[src/rtl/add_accumulator_pkg.sv]
// Shared types and helpers for the add_accumulator stage.
// Holds the FSM state encoding and the saturation constant helpers.
package add_accumulator_pkg;

   typedef enum logic [1:0] {
      IDLE = 2'd0,
      RUN  = 2'd1,
      HOLD = 2'd2
   } state_t;

   localparam int unsigned MAX_W = 64;

   function automatic logic [MAX_W-1:0] sat_max(input int unsigned w);
      return (64'd1 << (w - 1)) - 64'd1;
   endfunction

   function automatic logic [MAX_W-1:0] sat_min(input int unsigned w);
      return 64'd1 << (w - 1);
   endfunction

endpackage

[src/rtl/add_accumulator_adder.sv]
// Ripple-carry adder block feeding the add_accumulator stage.
// Carry is chained through a loop variable so no combinational vector loops.
module fullAdderBlock #(
   parameter int DATA_SIZE_PARAMETER = 8
) (
   input  logic [DATA_SIZE_PARAMETER-1:0] dataA,
   input  logic [DATA_SIZE_PARAMETER-1:0] dataB,
   input  logic                           cin,
   output logic [DATA_SIZE_PARAMETER-1:0] sum_out,
   output logic                           carry
);

   always_comb begin
      logic c;
      c = cin;
      sum_out = '0;
      for (int i = 0; i < DATA_SIZE_PARAMETER; i++) begin
         sum_out[i] = dataA[i] ^ dataB[i] ^ c;
         c = (dataA[i] & dataB[i]) | (c & (dataA[i] ^ dataB[i]));
      end
      carry = c;
   end

endmodule

[src/rtl/add_accumulator.sv]
// Multi-beat add/sub accumulator around fullAdderBlock with result handshake.
// Define ACC_SATURATE_EN to clamp the accumulator on signed overflow.
module add_accumulator
   import add_accumulator_pkg::*;
#(
   parameter int DATA_SIZE_PARAMETER = 8,
   parameter int CNT_WIDTH           = 4
) (
   input  logic                           clk,
   input  logic                           rst_n,
   input  logic                           clear,
   input  logic                           in_valid,
   output logic                           in_ready,
   input  logic [DATA_SIZE_PARAMETER-1:0] in_data,
   input  logic                           in_sub,
   input  logic                           in_last,
   output logic                           out_valid,
   input  logic                           out_ready,
   output logic [DATA_SIZE_PARAMETER-1:0] out_sum,
   output logic                           out_carry,
   output logic                           out_overflow,
   output logic [CNT_WIDTH-1:0]           out_count
);

   localparam int MSB = DATA_SIZE_PARAMETER - 1;

   state_t                         state;
   logic [DATA_SIZE_PARAMETER-1:0] acc;
   logic [DATA_SIZE_PARAMETER-1:0] data_b;
   logic [DATA_SIZE_PARAMETER-1:0] sum_out;
   logic [DATA_SIZE_PARAMETER-1:0] acc_next;
   logic                           carry;
   logic                           carry_q;
   logic                           ovf_q;
   logic                           ovf_beat;
   logic                           valid_q;
   logic [CNT_WIDTH-1:0]           cnt;
   logic [CNT_WIDTH-1:0]           cnt_next;
   logic                           beat;
   logic                           done;

   // Subtract as A + ~B + 1; carry-out of 1 then means no borrow.
   assign data_b = in_sub ? ~in_data : in_data;

   fullAdderBlock #(
      .DATA_SIZE_PARAMETER(DATA_SIZE_PARAMETER)
   ) u_adder (
      .dataA  (acc),
      .dataB  (data_b),
      .cin    (in_sub),
      .sum_out(sum_out),
      .carry  (carry)
   );

   assign ovf_beat = (acc[MSB] == data_b[MSB]) &&
                     (sum_out[MSB] != acc[MSB]);

`ifdef ACC_SATURATE_EN
   localparam logic [DATA_SIZE_PARAMETER-1:0] SAT_MAX =
      DATA_SIZE_PARAMETER'(sat_max(DATA_SIZE_PARAMETER));
   localparam logic [DATA_SIZE_PARAMETER-1:0] SAT_MIN =
      DATA_SIZE_PARAMETER'(sat_min(DATA_SIZE_PARAMETER));

   always_comb begin
      acc_next = sum_out;
      if (ovf_beat)
         acc_next = acc[MSB] ? SAT_MIN : SAT_MAX;
   end
`else
   assign acc_next = sum_out;
`endif

   assign cnt_next = (&cnt) ? cnt : cnt + CNT_WIDTH'(1);

   assign in_ready = (state != HOLD);
   assign beat     = in_valid & in_ready;
   assign done     = valid_q & out_ready;

   always_ff @(posedge clk or negedge rst_n) begin
      if (!rst_n) begin
         state   <= IDLE;
         acc     <= '0;
         carry_q <= 1'b0;
         ovf_q   <= 1'b0;
         cnt     <= '0;
         valid_q <= 1'b0;
      end else if (clear) begin
         state   <= IDLE;
         acc     <= '0;
         carry_q <= 1'b0;
         ovf_q   <= 1'b0;
         cnt     <= '0;
         valid_q <= 1'b0;
      end else begin
         unique case (1'b1)
            beat: begin
               acc     <= acc_next;
               carry_q <= carry;
               ovf_q   <= ovf_q | ovf_beat;
               cnt     <= cnt_next;
               if (in_last) begin
                  state   <= HOLD;
                  valid_q <= 1'b1;
               end else begin
                  state   <= RUN;
               end
            end
            done: begin
               state   <= IDLE;
               acc     <= '0;
               carry_q <= 1'b0;
               ovf_q   <= 1'b0;
               cnt     <= '0;
               valid_q <= 1'b0;
            end
            default: ;
         endcase
      end
   end

   assign out_valid    = valid_q;
   assign out_sum      = acc;
   assign out_carry    = carry_q;
   assign out_overflow = ovf_q;
   assign out_count    = cnt;

endmodule

[config.mk]
export PLATFORM = sky130hd
export DESIGN_NAME = add_accumulator
export DESIGN_NICKNAME = d
export VERILOG_FILES = /design/src/rtl/add_accumulator_pkg.sv /design/src/rtl/add_accumulator_adder.sv /design/src/rtl/add_accumulator.sv
export SDC_FILE = /design/constraint.sdc
export NUM_CORES = 1
export LEC_CHECK = 0
export CORE_MARGIN = 1.5
export CORE_UTILIZATION = 41
export DETAILED_ROUTE_END_ITERATION = 10
export PLACE_DENSITY = 0.74
export SKIP_LAST_GASP = 1
export SYNTH_ARGS = -nofsm -noshare
export SYNTH_HDL_FRONTEND = slang
export SYNTH_SLANG_ARGS = --single-unit
[constraint.sdc]
create_clock -name clk -period 3.4 [get_ports clk]
set_input_delay 0.68 -clock clk [delete_from_list [all_inputs] [get_ports clk]]
set_output_delay 0.68 -clock clk [all_outputs]
set_load 0.005 [all_outputs]
== After elaboration in Yosys (flattened, before gate mapping) ==
Index checks and enable logic that the tools add are counted.

* Mux-type cells: 16
* Equality and inequality tests: 5
* Add/subtract/negate cells: 1
* Reductions and logical operators: 5
* Bitwise gates (word level): 44

{| class="wikitable"
|+ Operator list
! cell !! number
|-
| $and 1x1->1 || 18
|-
| $mux 8 || 2
|-
| $pmux 8 s2 || 1
|-
| $xor 1x1->1 || 16
|-
| $or 1x1->1 || 9
|-
| $mux 4 || 2
|-
| $not 8->8 || 1
|-
| $pmux 4 s2 || 1
|-
| $ne 3x3->1 const B || 2
|-
| $pmux 1 s2 || 3
|-
| $add 4x1->4 const B || 1
|-
| $mux 1 || 4
|-
| $mux 2 || 2
|-
| $pmux 2 s2 || 1
|-
| $reduce_and 2->1 || 2
|-
| $reduce_and 4->1 || 1
|-
| $reduce_bool 3->1 || 1
|-
| $ne 2x2->1 const B || 1
|-
| $eq 1x1->1 || 1
|-
| $logic_and 1x1->1 || 1
|-
| $ne 1x1->1 || 1
|}

* Output and inout bits: 16
* Register bits: 17
* Logic and storage cells: 77

== Depth between registers and ports, before layout ==
Gate-level depths: netlist of run 1.

* Word-level depth: 23
* Gate-level depth with buffers: 15
* Mapped depth without buffers: 14

== Cells and area by module ==
Synthesis of run 1 repeated with hierarchy kept, for this count alone.

* Cells, all modules: 90
* Area total of the unflattened synthesis: 1037.2 sq um

{| class="wikitable"
|+ By module, submodules not included
! module !! cells each !! instances !! area each (sq um)
|-
| add_accumulator || 72 || 1 || 839.6
|-
| fullAdderBlock || 18 || 1 || 197.7
|}

== Worst setup path after synthesis of run 1 ==
Ideal clock, no wire load.

* Path type: input-to-reg
* Start: in in_sub
* End: reg ovf_q, in the netlist out_overflow
* Setup slack: -0.805 ns
* Setup time: 0.132 ns
* Stages: 15
* Required time: 3.268 ns
* Buffers on the path: 1
* Arrival: 4.073 ns
* Path through: buf_2 mux2_2 fa_1 fa_1 fa_1 fa_1 inv_1 fa_1 inv_1 fa_1 fa_1 xnor2_1 nor2_1 a21oi_2 nor2_1

* Cells in the longest elaborated chain, start to end: 22

{| class="wikitable"
|+ Ends and longest elaborated chain
! item !! RTL line !! RTL
|-
| from (decl) || add_accumulator.sv:15 || <nowiki>input logic in_sub,</nowiki>
|-
| $mux 8 || add_accumulator.sv:43 || <nowiki>assign data_b = in_sub ? ~in_data : in_data;</nowiki>
|-
| $xor 1x1->1 || add_accumulator_adder.sv:19 || <nowiki>c = (dataA[i] & dataB[i]) | (c & (dataA[i] ^ dataB[i]));</nowiki>
|-
| $and 1x1->1 || add_accumulator_adder.sv:19 ||
|-
| $or 1x1->1 || add_accumulator_adder.sv:19 ||
|-
| $and 1x1->1 || add_accumulator_adder.sv:19 ||
|-
| $or 1x1->1 || add_accumulator_adder.sv:19 ||
|-
| $and 1x1->1 || add_accumulator_adder.sv:19 ||
|-
| $or 1x1->1 || add_accumulator_adder.sv:19 ||
|-
| [... 6 more ...] || - ||
|-
| $and 1x1->1 || add_accumulator_adder.sv:19 ||
|-
| $or 1x1->1 || add_accumulator_adder.sv:19 ||
|-
| $xor 1x1->1 || add_accumulator_adder.sv:18 || <nowiki>sum_out[i] = dataA[i] ^ dataB[i] ^ c;</nowiki>
|-
| $ne 1x1->1 || add_accumulator.sv:56 || <nowiki>(sum_out[MSB] != acc[MSB]);</nowiki>
|-
| $logic_and 1x1->1 * || add_accumulator.sv:55 || <nowiki>assign ovf_beat = (acc[MSB] == data_b[MSB]) &&</nowiki>
|-
| $or 1x1->1 * || add_accumulator.sv:99 || <nowiki>ovf_q <= ovf_q | ovf_beat;</nowiki>
|-
| $pmux 1 s2 * || add_accumulator.sv:95 || <nowiki>unique case (1'b1)</nowiki>
|-
| $mux 1 * || add_accumulator.sv:87 || <nowiki>end else if (clear) begin</nowiki>
|-
| to (signal assigned) || add_accumulator.sv:99 ||
|-
| to (decl) || add_accumulator.sv:34 || <nowiki>logic ovf_q;</nowiki>
|}

Every way passes the cells marked *; elsewhere a longest branch is shown, timed or not.
A chain may end at the register's enable or synchronous reset.

== Worst setup path in the final report of run 1 ==
* Start: in in_data[0]
* End: reg ovf_q, in the netlist out_overflow

* Cells in the longest elaborated chain, start to end: 23

{| class="wikitable"
|+ Ends and longest elaborated chain
! item !! RTL line !! RTL
|-
| from (decl) || add_accumulator.sv:14 || <nowiki>input logic [DATA_SIZE_PARAMETER-1:0] in_data,</nowiki>
|-
| $not 8->8 || add_accumulator.sv:43 ||
|-
| $mux 8 * || add_accumulator.sv:43 ||
|-
| $xor 1x1->1 || add_accumulator_adder.sv:19 ||
|-
| $and 1x1->1 || add_accumulator_adder.sv:19 ||
|-
| $or 1x1->1 * || add_accumulator_adder.sv:19 ||
|-
| $and 1x1->1 * || add_accumulator_adder.sv:19 ||
|-
| $or 1x1->1 * || add_accumulator_adder.sv:19 ||
|-
| $and 1x1->1 * || add_accumulator_adder.sv:19 ||
|-
| [... 7 more ...] || - ||
|-
| $and 1x1->1 * || add_accumulator_adder.sv:19 ||
|-
| $or 1x1->1 * || add_accumulator_adder.sv:19 ||
|-
| $xor 1x1->1 * || add_accumulator_adder.sv:18 ||
|-
| $ne 1x1->1 * || add_accumulator.sv:56 ||
|-
| $logic_and 1x1->1 * || add_accumulator.sv:55 ||
|-
| $or 1x1->1 * || add_accumulator.sv:99 ||
|-
| $pmux 1 s2 * || add_accumulator.sv:95 ||
|-
| $mux 1 * || add_accumulator.sv:87 ||
|}

Marks and branches as above.

==> results of run 1 <==
repair_timing:
item	in CTS	in global routing
pin swaps	4	1
gates cloned	0	0
setup buffers	1	0
setup endpoints to repair	5	3
resized for setup	17	0
power by group through the flow:
stage / sequential (mW) / combinational (mW) / clock (mW)
4_1_cts: 0.245 / 0.199 / 0.114
3_3_place_gp: 0.248 / 0.190 / 0
6_report: 0.244 / 0.195 / 0.109
5_1_grt: 0.248 / 0.224 / 0.125
3_5_place_dp: 0.248 / 0.195 / 0
2_1_floorplan: 0.249 / 0.110 / 0
final cells by class:
class / count / area share [%]
Inverter: 3 / 0.796
Multi-Input combinational cell: 75 / 40.8
Tap cell: 30 / 2.65
Sequential cell: 17 / 30.1
Clock buffer: 4 / 1.86
Timing Repair Buffer: 34 / 23.8
final timing paths:
| check | endpoint | slack (ns) | depth (start not counted) |
|---|---|---|---|
| setup / recovery | out_overflow | -0.35 | 15 |
| hold / removal | state[0] | 0.52 | 2 |
| setup reg to reg | out_overflow | -0.22 | 14 |
| hold reg to reg | state[0] | 0.52 | 2 |
| max in group asynchronous | out_count[1] | 2.10 | 1 |
| min in group asynchronous | out_sum[3] | 0.83 | 1 |
per-stage QoR:
step	instances	hold slack (ns)
finish	163	0.521
global route	163	0.547
CTS	163	0.523
detailed placement	158	0.509
global placement	158	0.492
floorplan	100	0.384
cells in the mapped netlist, types with 2 or more instances:
master / number
nand2_1: 19
dfrtp_1: 17
a21oi_1: 10
xor2_1: 10
fa_1: 7
nand3_1: 4
nor2_1: 4
inv_1: 3
nand2b_1: 3
a21oi_2: 2
ha_1: 2
mux2_2: 2
o21ai_0: 2
xnor2_1: 2
cell families after synthesis:
logic type	share of synthesized area, %
compound gates	10.0
xor+xnor	10.1
fa+ha+maj	15.9
buf+inv	5.19
flops	41.0
mux	2.17
simple gates	15.6
worst register-to-register path, delay by kind of cell (launching register included):
family	cells	cell delay [ns]
adders and majority gates	7	2.41
DFF	1	0.39
muxes	1	0.27
xor gates and xnor gates	1	0.12
AOI/OAI and AO/OA	1	0.12
and+or+nand+nor	2	0.11
buffers and inverters	2	0.10
layer usage:
metal | vias to the layer above | track usage (%) | wire, um
li1 | 389 | - | -
met1 | 380 | 21.3 | 879
met2 | 14 | 29.6 | 1080
met3 | 2 | 2.82 | 73
met4 | 0 | 7.69 | 19
met5 | - | 0 | 0
sequential cells by signal (all words and copies together), names as in the netlist:
signal,cells
out_count,4
out_overflow,1
state,2
out_carry,1
out_valid,1
out_sum,8
cell usage in the layout, fill, tap and decap left out, types with 2 or more instances in the layout:
cell and n:
inv_2 2, clkbuf_4 3, nand2_1 19, ha_1 2, nand3_1 4, o21ai_0 2, dfrtp_1 17, fa_2 6
a21oi_1 10, nand2b_1 3, xor2_1 10, buf_4 4, xnor2_1 2, a21oi_2 2, nor2_1 4, clkdlybuf4s50_1 27
==> impl_metrics.toml, run 1 <==
[run_status]
status = "finished with violations"
violations = "negative setup slack"

[critical_path]
endpoint_kind = "flop"
crit_chain = "buf_8 -> mux2_4 -> fa_2 -> fa_2 -> fa_2 -> fa_2 -> inv_2 -> fa_2 -> inv_2 -> fa_2 -> fa_1 -> xnor2_1 -> nor2_1 -> a21oi_2 -> nor2_1"
crit_path_start_kind = "primary input"
path_buf_inv = 3
crit_slowest_cell = "fa_1"
timing.critical_path.mode_cell = "fa_2"
max_stage_delay_ns = 0.52
cp_max_fo = 2
critPathKind = "in2reg"
startpoint = "in_data[0]"
timing.rr.start = "out_sum[0]"
cp.required_ns = 3.58
crit_family = "adder cells"
crit_arrival_ns = 3.93

[cells_and_area]
area_delta_synth_final_pct = 36.3
ff_latch_area_um2 = 425
fillCellCount = 217
final_core_util_pct = 58.1
antenna_cells = 0
final_nets = 158
multiInputGateArea_um2 = 577
drive_gt1_share_pct = 18.0
fin_area_um2 = 1410

[cts]
hold_buffers = 0
cts_tree = "built"
cts_buffers = 3
clock-sinks = 17
clkSlewWorstSetupHoldPaths_ns = 0.10
htree_levels = 1
clk_path_buf_depth = 2
insertion_delay_ns = 0.29
cts_root_buf = "clkbuf_4"

[floorplan]
initial_utilization_pct = 42.6
placementRows = 18
die_y_um = 53.3
io_pins = 31
coreArea_um2 = 2430
die-area_um2 = 2840
die_w_um = 53.3

[synthesis]
synthArstFlopShare_pct = 100
synth_flop_cell = "dfrtp_1"
yosysSeqAreaShare_pct = 41.0
synth-edff-count = 0
syn_avg_cell_area_um2 = 10.4
synth_top_cell_by_area = "dfrtp_1"
synth_top_area_share_pct = 41.0
synth_area_leaders = "dfrtp_1 (41%), fa_1 (14%), xor2_1 (8.4%)"
synth_cell_types = 27
synthCells = 100
synth.ff_latch_count = 17
syn-cell-area_um2 = 1040
synth_fp_nets = 124
yosys_warnings = 0

[sta]
tightest_slew_ns = 0.754
finClkSkew_ns = 0.00474
fmax_mhz = 267
max-slew-margin-rel_pct = 49.6
finalSetupViolCount = 2
slew_violations = 0
rsz0062_at_grt = "true"
min_period_over_period_pct = 110
finalSetupTns_ns = -0.481
final.min_clock_period_ns = 3.75
final_hold_viol_count = 0
worst_slack_ns = -0.349

[detailed_routing]
routed_wl_um = 2050
first_pass_iters = 4
drt.antenna.violating_nets = 0
vias = 785
dr.first_iter.drc_count = 5
avgViaCountPerCell = 4.82
wl_per_cell_um = 12.6
drc = 0

[global_routing]
grt.overflow.total = 0
track_usage_pct = 17.4
antenna_found_initial = 0
grt_max_degree = 18
grt_pass1_vias = 748
grt_pass1_wl_um = 3460

[power_and_ir_drop]
combPwrFrac_pct = 35.5
peakVddDrop_uv = 247
power_density_nw_per_um2 = 388
p_total_mw = 0.548
p_leak_nw = 0.618
p_sw_mw = 0.169
p_clk_share_pct = 19.9
power.internal_mw = 0.379
p_seq_share_pct = 44.6
switching_share_pct = 30.8

[worst_hold_path]
hp-class = "reg2reg"
hold_start = "state[0]"

[placement]
dp_hpwl_um = 1580
io_buffer_count = 30
place_area_um2 = 1370
place_congestion = 0.758
place_ws_ns = -1.19

[flow_run]
drv_cap = 0
No activity file was read; power rests on OpenSTA's default activity.
==> run 2: changes to the inputs <==
--- a/config.mk
+++ b/config.mk
@@ -8,7 +8,7 @@
 export CORE_MARGIN = 1.5
 export CORE_UTILIZATION = 41
 export DETAILED_ROUTE_END_ITERATION = 10
-export PLACE_DENSITY = 0.74
+export PLACE_DENSITY = 0.83
 export SKIP_LAST_GASP = 1
 export SYNTH_ARGS = -nofsm -noshare
 export SYNTH_HDL_FRONTEND = slang
==> impl_metrics.toml, run 2 (same netlist as run 1, synthesis figures left out) <==
[cts]
postCtsSetupBuffers = 0
cts_tree = "built"
clock-sinks = 17
cts_root_buf = "clkbuf_4"
clkSlewWorstSetupHoldPaths_ns = 0.10
htree_levels = 1
insertion_delay_ns = 0.29
cts_buffers = 3
clk_path_buf_depth = 2
hold_buffers = 0

[critical_path]
critPathKind = "in2reg"
cp_max_fo = 2
r2r_setup_slack_ns = -0.26
reg2reg_depth = 14
timing.rr.start = "out_sum[0]"
crit_path_start_kind = "primary input"
crit_arrival_ns = 3.97
endpoint_kind = "flop"
r2r_end = "out_overflow"
cp.required_ns = 3.58

[cells_and_area]
antenna_cells = 0
area_delta_synth_final_pct = 35.5
final_common_cell = "clkdlybuf4s50_1"
drive_gt1_share_pct = 18.2
final_nets = 157
largest_reg_flops = 8
fillCellCount = 229
final_core_util_pct = 57.8
final_cell_mix = "clkdlybuf4s50_1 (27), nand2_1 (19), dfrtp_1 (17)"
fin_area_um2 = 1410
final_cells = 162
ff_latch_area_um2 = 425
multiInputGateArea_um2 = 581

[floorplan]
initial_utilization_pct = 42.6
die_w_um = 53.3
coreArea_um2 = 2430
io_pins = 31
placementRows = 18
die_y_um = 53.3
die-area_um2 = 2840

[detailed_routing]
first_pass_iters = 4
vias = 802
drt.antenna.violating_nets = 0
avgViaCountPerCell = 4.95
dr.first_iter.drc_count = 8
drc = 0
wl_per_cell_um = 12.9
routed_wl_um = 2090

[sta]
finalSetupViolCount = 3
final.min_clock_period_ns = 3.79
min_period_over_period_pct = 112
max-slew-margin-rel_pct = 48.0
finalSetupTns_ns = -0.588
worst_slack_ns = -0.391
slew_violations = 0
timing.hold.ws_ns = 0.534
rsz0062_at_grt = "true"
fmax_mhz = 264
final_hold_viol_count = 0
tightest_slew_ns = 0.778
finClkSkew_ns = 0.00294

[worst_hold_path]
hold_start = "out_overflow"
hold_depth = 2
hold-path-endpoint = "out_overflow"
hp-class = "reg2reg"

[placement]
dp_hpwl_um = 1580
dp_cells = 158
place_ws_ns = -1.18
place_area_um2 = 1370
io_buffer_count = 30
place_congestion = 0.766

[global_routing]
grt_max_degree = 18
antenna_found_initial = 0
grt.overflow.total = 0
track_usage_pct = 16.9
grt_pass1_vias = 792
grt_pass1_wl_um = 3390

[power_and_ir_drop]
p_sw_mw = 0.172
p_clk_share_pct = 19.7
switching_share_pct = 31.2
power.internal_mw = 0.378
p_leak_nw = 0.613
p_seq_share_pct = 44.6
combPwrFrac_pct = 35.6
peakVddDrop_uv = 252
power_density_nw_per_um2 = 391
p_total_mw = 0.549

[run_status]
status = "finished with violations"
violations = "negative setup slack"

[flow_run]
drv_cap = 0
run 2: routing by layer:
| metal | wire length [um] | vias up | global-route usage (%) | share of wire, % |
|---|---|---|---|---|
| li1 | - | 393 | - | - |
| met1 | 962 | 387 | 21.1 | 46 |
| met2 | 1020 | 19 | 29.0 | 49 |
| met3 | 74 | 3 | 2.54 | 3.5 |
| met4 | 25 | 0 | 6.41 | 1.2 |
| met5 | 0 | - | 0 | 0 |
run 2: how the worst max path moves through the flow:
| stage | from | endpoint | depth (start not counted) |
|---|---|---|---|
| after floorplan | in_sub | out_overflow | 15 |
| after global placement | in_data[0] | out_overflow | 15 |
| after detailed placement | in_sub | out_overflow | 15 |
| after CTS | in_data[0] | out_overflow | 15 |
| after global routing | in_data[0] | out_overflow | 15 |
| final | in_data[0] | out_overflow | 15 |
run 2: worst max-delay path: stages:
cell     delay [ns]
buf_6          0.09
mux2_4         0.29
fa_2           0.36
fa_2           0.34
fa_2           0.34
fa_2           0.35
inv_2          0.06
fa_2           0.18
inv_2          0.04
fa_2           0.33
fa_1           0.53
xnor2_1        0.12
nor2_1         0.07
a21oi_2        0.12
nor2_1         0.04
run 2: power by group through the flow:
stage          Combinational [mW]  Sequential, mW  Clock (mW)
4_1_cts                     0.199           0.245       0.111
3_5_place_dp                0.195           0.249           0
2_1_floorplan               0.110           0.249           0
5_1_grt                     0.221           0.249       0.118
6_report                    0.196           0.245       0.108
3_3_place_gp                0.188           0.248           0
run 2: repair_timing:
action / 4_1_cts / 5_1_grt
pin swaps: 4 / 1
gates resized for setup: 15 / 0
setup endpoints to repair: 4 / 3
run 2: cell type report:
type | instances | share of cell area, %
Tap cell | 30 | 2.67
Sequential cell | 17 | 30.3
Timing Repair Buffer | 33 | 23.1
Multi-Input combinational cell | 75 | 41.3
Inverter | 3 | 0.801
Clock buffer | 4 | 1.87
==> run 3: changes to the inputs <==
--- a/config.mk
+++ b/config.mk
@@ -7,6 +7,7 @@
 export LEC_CHECK = 0
 export CORE_MARGIN = 1.5
 export CORE_UTILIZATION = 41
+export CTS_CLUSTER_SIZE = 24
 export DETAILED_ROUTE_END_ITERATION = 10
 export PLACE_DENSITY = 0.83
 export SKIP_LAST_GASP = 1
==> results of run 3 <==
No change in the layout: final DEF, timing and power equal those of run 2.
